## config.mk

```make
export PLATFORM = sky130hd
export DESIGN_NAME = division_unit
export DESIGN_NICKNAME = d
export VERILOG_FILES = /design/src/rtl/division_unit.sv
export SDC_FILE = /design/constraint.sdc
export NUM_CORES = 1
export LEC_CHECK = 0
export BUFFER_PORTS_ARGS = -buffer_cell sky130_fd_sc_hd__buf_4
export CELL_PAD_IN_SITES_DETAIL_PLACEMENT = 0
export CELL_PAD_IN_SITES_GLOBAL_PLACEMENT = 2
export CORE_MARGIN = 4
export CORE_UTILIZATION = 31
export DETAILED_ROUTE_END_ITERATION = 16
export PLACE_DENSITY_LB_ADDON = 0.12
export REMOVE_ABC_BUFFERS = 1
export SYNTH_ARGS = -nofsm -noshare
export SYNTH_HDL_FRONTEND = slang
export SYNTH_SLANG_ARGS = --single-unit
```

## constraint.sdc

```tcl
create_clock -name clk_i -period 3.4 [get_ports clk_i]
set_input_delay 0.17 -clock clk_i [delete_from_list [all_inputs] [get_ports clk_i]]
set_output_delay 0.17 -clock clk_i [all_outputs]
set_load 0.02 [all_outputs]
```

## src/rtl/division_unit.sv

```systemverilog
// Iterative radix-2 restoring divider for DIV/DIVU/REM/REMU.
// One operation in flight. Divide-by-zero and signed overflow complete in one cycle.
module division_unit #(
  parameter int XLEN  = 32,
  parameter int TAG_W = 6
) (
  input  logic             clk_i,
  input  logic             rst_i,
  input  logic             flush_i,
  input  logic             data_valid_i,
  input  logic [1:0]       operation_i,
  input  logic [XLEN-1:0]  dividend_i,
  input  logic [XLEN-1:0]  divisor_i,
  input  logic [TAG_W-1:0] tag_i,
  output logic             idle_o,
  output logic             data_valid_o,
  output logic [XLEN-1:0]  result_o,
  output logic [TAG_W-1:0] tag_o
);

  localparam logic [1:0] IDLE     = 2'd0;
  localparam logic [1:0] DIVIDE   = 2'd1;
  localparam logic [1:0] FINALIZE = 2'd2;
  localparam int CNT_W = $clog2(XLEN);

  logic [1:0]       state_reg;
  logic [CNT_W-1:0] cnt_reg;
  logic [XLEN-1:0]  rem_reg;
  logic [XLEN-1:0]  quo_reg;
  logic [XLEN-1:0]  divisor_reg;
  logic             is_rem_reg;
  logic             neg_q_reg;
  logic             neg_r_reg;
  logic [TAG_W-1:0] tag_reg;
  logic [XLEN-1:0]  result_reg;
  logic [TAG_W-1:0] tag_out_reg;
  logic             valid_reg;

  // Operand preparation; DIV and REM have operation bit 0 clear.
  logic            is_signed;
  logic            is_rem;
  logic            dividend_neg;
  logic            divisor_neg;
  logic [XLEN-1:0] dividend_abs;
  logic [XLEN-1:0] divisor_abs;
  logic            div_by_zero;
  logic            overflow;
  logic            special;
  logic [XLEN-1:0] special_result;

  assign is_signed    = ~operation_i[0];
  assign is_rem       = operation_i[1];
  assign dividend_neg = is_signed & dividend_i[XLEN-1];
  assign divisor_neg  = is_signed & divisor_i[XLEN-1];
  assign dividend_abs = dividend_neg ? -dividend_i : dividend_i;
  assign divisor_abs  = divisor_neg ? -divisor_i : divisor_i;
  assign div_by_zero  = (divisor_i == '0);
  assign overflow     = is_signed && (dividend_i == {1'b1, {(XLEN-1){1'b0}}})
                        && (divisor_i == {XLEN{1'b1}});
  assign special      = div_by_zero | overflow;

  always_comb begin
    special_result = '0;
    if (div_by_zero) special_result = is_rem ? dividend_i : {XLEN{1'b1}};
    else             special_result = is_rem ? '0 : dividend_i;
  end

  // One restoring step; the shifted remainder needs XLEN+1 bits for large unsigned divisors.
  logic [XLEN:0]   rem_shift;
  logic [XLEN:0]   trial;
  logic [XLEN-1:0] rem_next;
  logic [XLEN-1:0] quo_next;

  assign rem_shift = {rem_reg, quo_reg[XLEN-1]};
  assign trial     = rem_shift - {1'b0, divisor_reg};
  assign rem_next  = trial[XLEN] ? rem_shift[XLEN-1:0] : trial[XLEN-1:0];
  assign quo_next  = {quo_reg[XLEN-2:0], ~trial[XLEN]};

  logic [XLEN-1:0] pick;
  logic            pick_neg;
  logic [XLEN-1:0] final_result;

  assign pick         = is_rem_reg ? rem_reg : quo_reg;
  assign pick_neg     = is_rem_reg ? neg_r_reg : neg_q_reg;
  assign final_result = pick_neg ? -pick : pick;

  always_ff @(posedge clk_i) begin
    if (rst_i) begin
      state_reg   <= IDLE;
      cnt_reg     <= '0;
      rem_reg     <= '0;
      quo_reg     <= '0;
      divisor_reg <= '0;
      is_rem_reg  <= 1'b0;
      neg_q_reg   <= 1'b0;
      neg_r_reg   <= 1'b0;
      tag_reg     <= '0;
      result_reg  <= '0;
      tag_out_reg <= '0;
      valid_reg   <= 1'b0;
    end else begin
      valid_reg <= 1'b0;
      if (flush_i) begin
        state_reg <= IDLE;
      end else begin
        case (state_reg)
          IDLE: begin
            if (data_valid_i) begin
              is_rem_reg <= is_rem;
              neg_q_reg  <= dividend_neg ^ divisor_neg;
              neg_r_reg  <= dividend_neg;
              tag_reg    <= tag_i;
              if (special) begin
                result_reg  <= special_result;
                tag_out_reg <= tag_i;
                valid_reg   <= 1'b1;
              end else begin
                state_reg   <= DIVIDE;
                rem_reg     <= '0;
                quo_reg     <= dividend_abs;
                divisor_reg <= divisor_abs;
                cnt_reg     <= CNT_W'(XLEN - 1);
              end
            end
          end
          DIVIDE: begin
            rem_reg <= rem_next;
            quo_reg <= quo_next;
            if (cnt_reg == '0) state_reg <= FINALIZE;
            else               cnt_reg   <= cnt_reg - 1'b1;
          end
          FINALIZE: begin
            result_reg  <= final_result;
            tag_out_reg <= tag_reg;
            valid_reg   <= 1'b1;
            state_reg   <= IDLE;
          end
          default: state_reg <= IDLE;
        endcase
      end
    end
  end

  assign idle_o       = (state_reg == IDLE);
  assign data_valid_o = valid_reg;
  assign result_o     = result_reg;
  assign tag_o        = tag_out_reg;

endmodule
```

== Word level (Yosys, flattened, before mapping) ==
Cells that the tools add are included.
Word-level totals
  bits in registers: 151
  input port bits: 76
  output and inout bits: 40
  logic and storage cells: 80
Cells by class
  add/sub/neg operators: 5
  equality and inequality tests: 9
  mux-type cells: 32
  bitwise logic cells: 8
  reductions and logical operators: 14
Operator list (count)
  two-way mux 32 bit: 14
  case mux 32 bit (2 select lines): 3
  negator 32 bit: 3
  equality test 32 bit (second input constant): 2
  subtractor 33 x 32 -> 33 bit: 1
  logical NOT 32 bit: 1
  two-way mux 5 bit: 3
  two-way mux 6 bit: 2
  case mux 6 bit (2 select lines): 1
  AND reduction 4 bit: 3
  case mux 5 bit (2 select lines): 1
  inequality test 2 bit (second input constant): 4
  two-way mux 2 bit: 3
  AND reduction 3 bit: 2
  logical NOT 5 bit: 1
  AND reduction 5 bit: 1
  subtractor 5 x 1 -> 5 bit (second input constant): 1
  inverter 1 bit: 4
  case mux 2 bit (2 select lines): 1
  nonzero test 2 bit: 2
  two-way mux 1 bit: 3
  AND 1 bit: 2
  equality test 2 x 1 -> 1 bit (second input constant): 1
  equality test 2 bit (second input constant): 1
  other kinds (7): 8

== Longest topological paths before layout ==
  depth after elaboration: 7
  mapped depth: 14
  mapped depth without buffers: 12

== Least setup slack after synthesis ==
OpenSTA, ideal clock, no wires.
  path kind: reg-to-reg
  from: register is_rem_reg
  to: register result_reg[28], in the netlist result_o[28]
  library setup time: 0.132 ns
  arrival time: 3.504 ns
  data required time: 3.268 ns
  setup slack: -0.236 ns
  cell stages (with the launch flop): 15
  path through: dfxtp_1 buf_2 buf_2 buf_2 buf_1 buf_2 mux2i_1 ha_1 o211ai_1 nor4_2 nand2_1 o31ai_1 xnor2_1 a211oi_1 nor3_1
On the way
  longest elaborated chain between the ends: 4
  elaborated cells between the ends (all ways): 5
  those cells by class: 1 x add/sub; 4 x mux
RTL lines
  from (decl): RTL line 31  | logic is_rem_reg;
  from (signal assigned): RTL line 109  | is_rem_reg <= is_rem;
  two-way mux 32 bit: RTL line 83  | assign pick = is_rem_reg ? rem_reg : quo_reg;
  negator 32 bit: RTL line 85  | assign final_result = pick_neg ? -pick : pick;
  two-way mux 32 bit *: RTL line 85
  case mux 32 bit (2 select lines) *: RTL line 106  | case (state_reg)
  to (signal assigned): RTL line 114  | result_reg <= special_result;
  to (signal assigned): RTL line 133  | result_reg <= final_result;
  to (decl): RTL line 35  | logic [XLEN-1:0] result_reg;
Mark *: on every way between the ends. The rest lies on a longest branch, timed or not.
A chain may end at the register's enable or synchronous reset.

== Worst setup path in the final report ==
  from: register quo_reg[31]
  to: register rem_reg[26]
On the way
  longest elaborated chain between the ends: 3
RTL lines
  from (decl): RTL line 29  | logic [XLEN-1:0] quo_reg;
  from (signal assigned): RTL line 120  | quo_reg <= dividend_abs;
  from (signal assigned): RTL line 128  | quo_reg <= quo_next;
  subtractor 33 x 32 -> 33 bit: RTL line 75  | assign trial = rem_shift - {1'b0, divisor_reg};
  two-way mux 32 bit: RTL line 76  | assign rem_next = trial[XLEN] ? rem_shift[XLEN-1:0] : trial[XLEN-1:0];
  case mux 32 bit (2 select lines): RTL line 106
  to (signal assigned): RTL line 127  | rem_reg <= rem_next;
  to (decl): RTL line 28  | logic [XLEN-1:0] rem_reg;
No other way between the ends.

==> impl_metrics.csv <==
group,metric,value,unit
global_route,grt_max_degree,63,
setup_path,worstPathCellList,"inv_1 -> ha_1 -> inv_1 -> fa_1 -> a211oi_2 -> o21ai_0 -> a311oi_1 -> buf_4 -> nor3_1 -> o311ai_0 -> a41oi_1 -> xnor2_1 -> o31ai_1",
placement,routabilityCongestion,0.861,
flow_run,maxCapViolCount,0,
setup_path,worstPathArrival,3.51,ns
timing,fmax,313,MHz
floorplan,die-area,0.0395,mm²
setup_path,cp_max_fo,3,
setup_path,critPathTopFamily,"compound AO/OA/AOI/OAI gates",
setup_path,crit_path_max_incr_delay,0.41,ns
clocking,clock_latency,0.44,ns
cells_and_area,diodes,0,
global_route,antenna_found_initial,0,
synthesis,synth-main-ff-cell,"dfxtp_1",
routing,routedWlPerCell,18.0,µm
global_route,overflow,0,
timing,finalHoldViolCount,0,
clocking,cts_root_buf,"clkbuf_16",
placement,dpl.cell_count,2088,
synthesis,yosysTopAreaCell,"dfxtp_1",
setup_path,cpMostUsedCell,"inv_1",
setup_path,critPathCaptureType,"flop",
worst_hold_path,min_path_type,"primary input to flop",
cells_and_area,fin_cells,2126,
cells_and_area,finalInstanceArea,0.0138,mm²
power,ir_drop,301,µV
global_route,gr-usage-met3,2.46,%
synthesis,netlist.area_leader.share,26.8,%
setup_path,slowest_stage,"o311ai_0",
routing,postRouteAntennaNets,0,
power,p_per_area,373,mW/mm²
floorplan,io_pins,116,
timing,tightest_slew,0.974,ns
setup_path,crit_path_start_kind,"flop",
synthesis,syn_avg_cell_area,7.37,µm²
placement,hpwlAfterDp,29.3,mm
synthesis,synth_common_cells,"nand2_1 (202), nor2_1 (161), dfxtp_1 (151)",
clocking,cts_inserted_buffers,17,
placement,port_buffers,115,
floorplan,initial_core_util,31.6,%
global_route,met2_usage,29.8,%
routing,drt_iter0_markers,771,
cells_and_area,layout.nets,1768,
timing,setup_violations,0,
routing,vias,11158,
synthesis,synth-edff-count,0,
synthesis,synthArstFlopShare,0,%
synthesis,yosysSeqAreaShare,26.8,%
setup_path,path_class,"flop to flop",
routing,drcViolationCount,0,
clocking,htree_num_levels,4,
global_route,top_usage_layer,"met2",
global_route,met1_usage,28.2,%
routing,avgViaCountPerCell,5.25,
floorplan,dieHeight,199,µm
synthesis,synth_area,0.0113,mm²
timing,slew_headroom,34.7,%
routing,wirelength,38.2,mm
routing,first_pass_iters,6,
floorplan,core-area,0.0357,mm²
synthesis,synth_cell_types,78,
clocking,cts_tree,"built",
power,p_leak,5.22,nW
clocking,clk_path_buf_depth,2,
synthesis,yosys.cell_count.top_type,"nand2_1",
timing,fin_skew,0.00880,ns
global_route,first_global_vias,10645,
global_route,grt_pass1_wl,60.5,mm
clocking,cts_sinks,151,
clocking,clk_pin_slew,0.07,ns
synthesis,synthCells,1531,
timing,min_period_over_period,94.0,%
setup_path,required,3.71,ns
cells_and_area,drive_gt1_share,16.8,%
synthesis,synthTopCellsByArea,"dfxtp_1 (27%), nand2_1 (6.7%), nor2_1 (5.4%)",
floorplan,rows,69,
setup_path,cp_num_buf_inv,3,
synthesis,yosysWarnings,0,
timing,post-route-min-period,3.19,ns
timing,report.final.slew_viol_count,0,
global_route,grt_use_total,19.1,%
run_status,outcome,"finished clean",
synthesis,ys_ff_latch,151,
placement,placed_cell_area,0.0131,mm²
cells_and_area,synthToLayoutAreaGrowth,22.3,%
floorplan,die_w,199,µm
timing,rsz0062_at_grt,"false",
[per-layer routing]
metal  vias to the layer above  wire length, µm
li1                       5788                -
met1                      5137            19700
met2                       209            16800
met3                        24             1260
met4                         0              439
met5                         -                0
[cell type report]
type	count	area [µm²]
fill	3787	22000
clock inverter	12	176
sequential	151	3020
multi-input combinational	1222	7700
inverter	54	203
clock buffer	19	443
tap	461	577
timing repair buffer	207	1670
[where the power goes]
part,switching [mW],internal (mW)
Sequential,0.0563,1.84
Combinational,0.688,0.482
Clock,0.833,1.25
[worst paths after layout]
path,startpoint,to,slack [ns],cells after the start
min,divisor_i[20],divisor_reg[20],0.05,3
max reg2reg,quo_reg[31],rem_reg[26],0.21,13
max,quo_reg[31],rem_reg[26],0.21,13
min reg2reg,tag_reg[2],tag_reg[2],0.46,2
[cell families after synthesis]
kind of cell / Yosys count / synth area share [%]
compound gates: 396 / 24.2
buf+inv: 158 / 5.60
fa+ha+maj: 40 / 4.48
simple gates: 629 / 26.2
flops: 151 / 26.8
xor+xnor: 114 / 8.85
mux: 43 / 3.89
[worst reg2reg max path, delay by kind of cell (launching register included)]
kind / cells / cell delay [ns]
AO/OA/AOI/OAI: 6 / 1.48
adder cells (fa/ha/maj): 2 / 0.57
buffers and inverters: 3 / 0.34
flip-flops: 1 / 0.33
XOR/XNOR: 1 / 0.27
AND/OR/NAND/NOR: 1 / 0.08
[placed cells by master, fill, tap and decap left out, drive strengths merged, types with 5 or more instances in the layout]
master | netlist | final
nor2 | 161 | 161
nand2b | 14 | 14
o2111ai | 5 | 5
nor4 | 10 | 10
dlygate4sd3 | 0 | 6
dfxtp | 151 | 151
clkbuf | 71 | 19
a21oi | 103 | 103
mux2 | 7 | 7
nand3 | 93 | 93
clkinv | 0 | 5
ha | 38 | 38
o41ai | 10 | 10
and3 | 10 | 10
o21ai | 46 | 46
xor2 | 54 | 54
mux2i | 36 | 36
a41oi | 6 | 6
o211ai | 43 | 43
or4 | 12 | 12
nor3 | 56 | 56
a311oi | 14 | 14
buf | 33 | 201
a31oi | 9 | 9
nand4 | 16 | 16
and2 | 5 | 5
o32ai | 5 | 5
nand2 | 202 | 202
or3 | 15 | 15
or2 | 5 | 5
nor2b | 9 | 9
inv | 54 | 55
a211oi | 82 | 82
xnor2 | 60 | 60
a21o | 7 | 7
nand3b | 7 | 7
o31ai | 25 | 25
[stage by stage]
stage	power, mW	hold slack [ns]	setup TNS, ns	worst slack (ns)	util (%)
global placement	3.10	0.433	0	0.0839	36.6
CTS	5.19	0.0357	0	0.0642	38.5
finish	5.14	0.0522	0	0.205	38.6
global route	5.40	0.0566	0	0.0273	38.6
floorplan	2.64	0.239	-55.76	-1.71	-
detailed placement	3.10	0.438	0	0.0291	36.6
[repair_timing]
| item | in CTS | in global routing |
|---|---|---|
| setup endpoints to repair | 1 | 32 |
| gates resized for setup | 1 | 2 |
| buffers inserted | 0 | 1 |
| hold buffers | 6 | 0 |
| pin swaps | 0 | 2 |
| hold endpoints to repair | 11 | 0 |
Power figures use the tool's default switching activity.
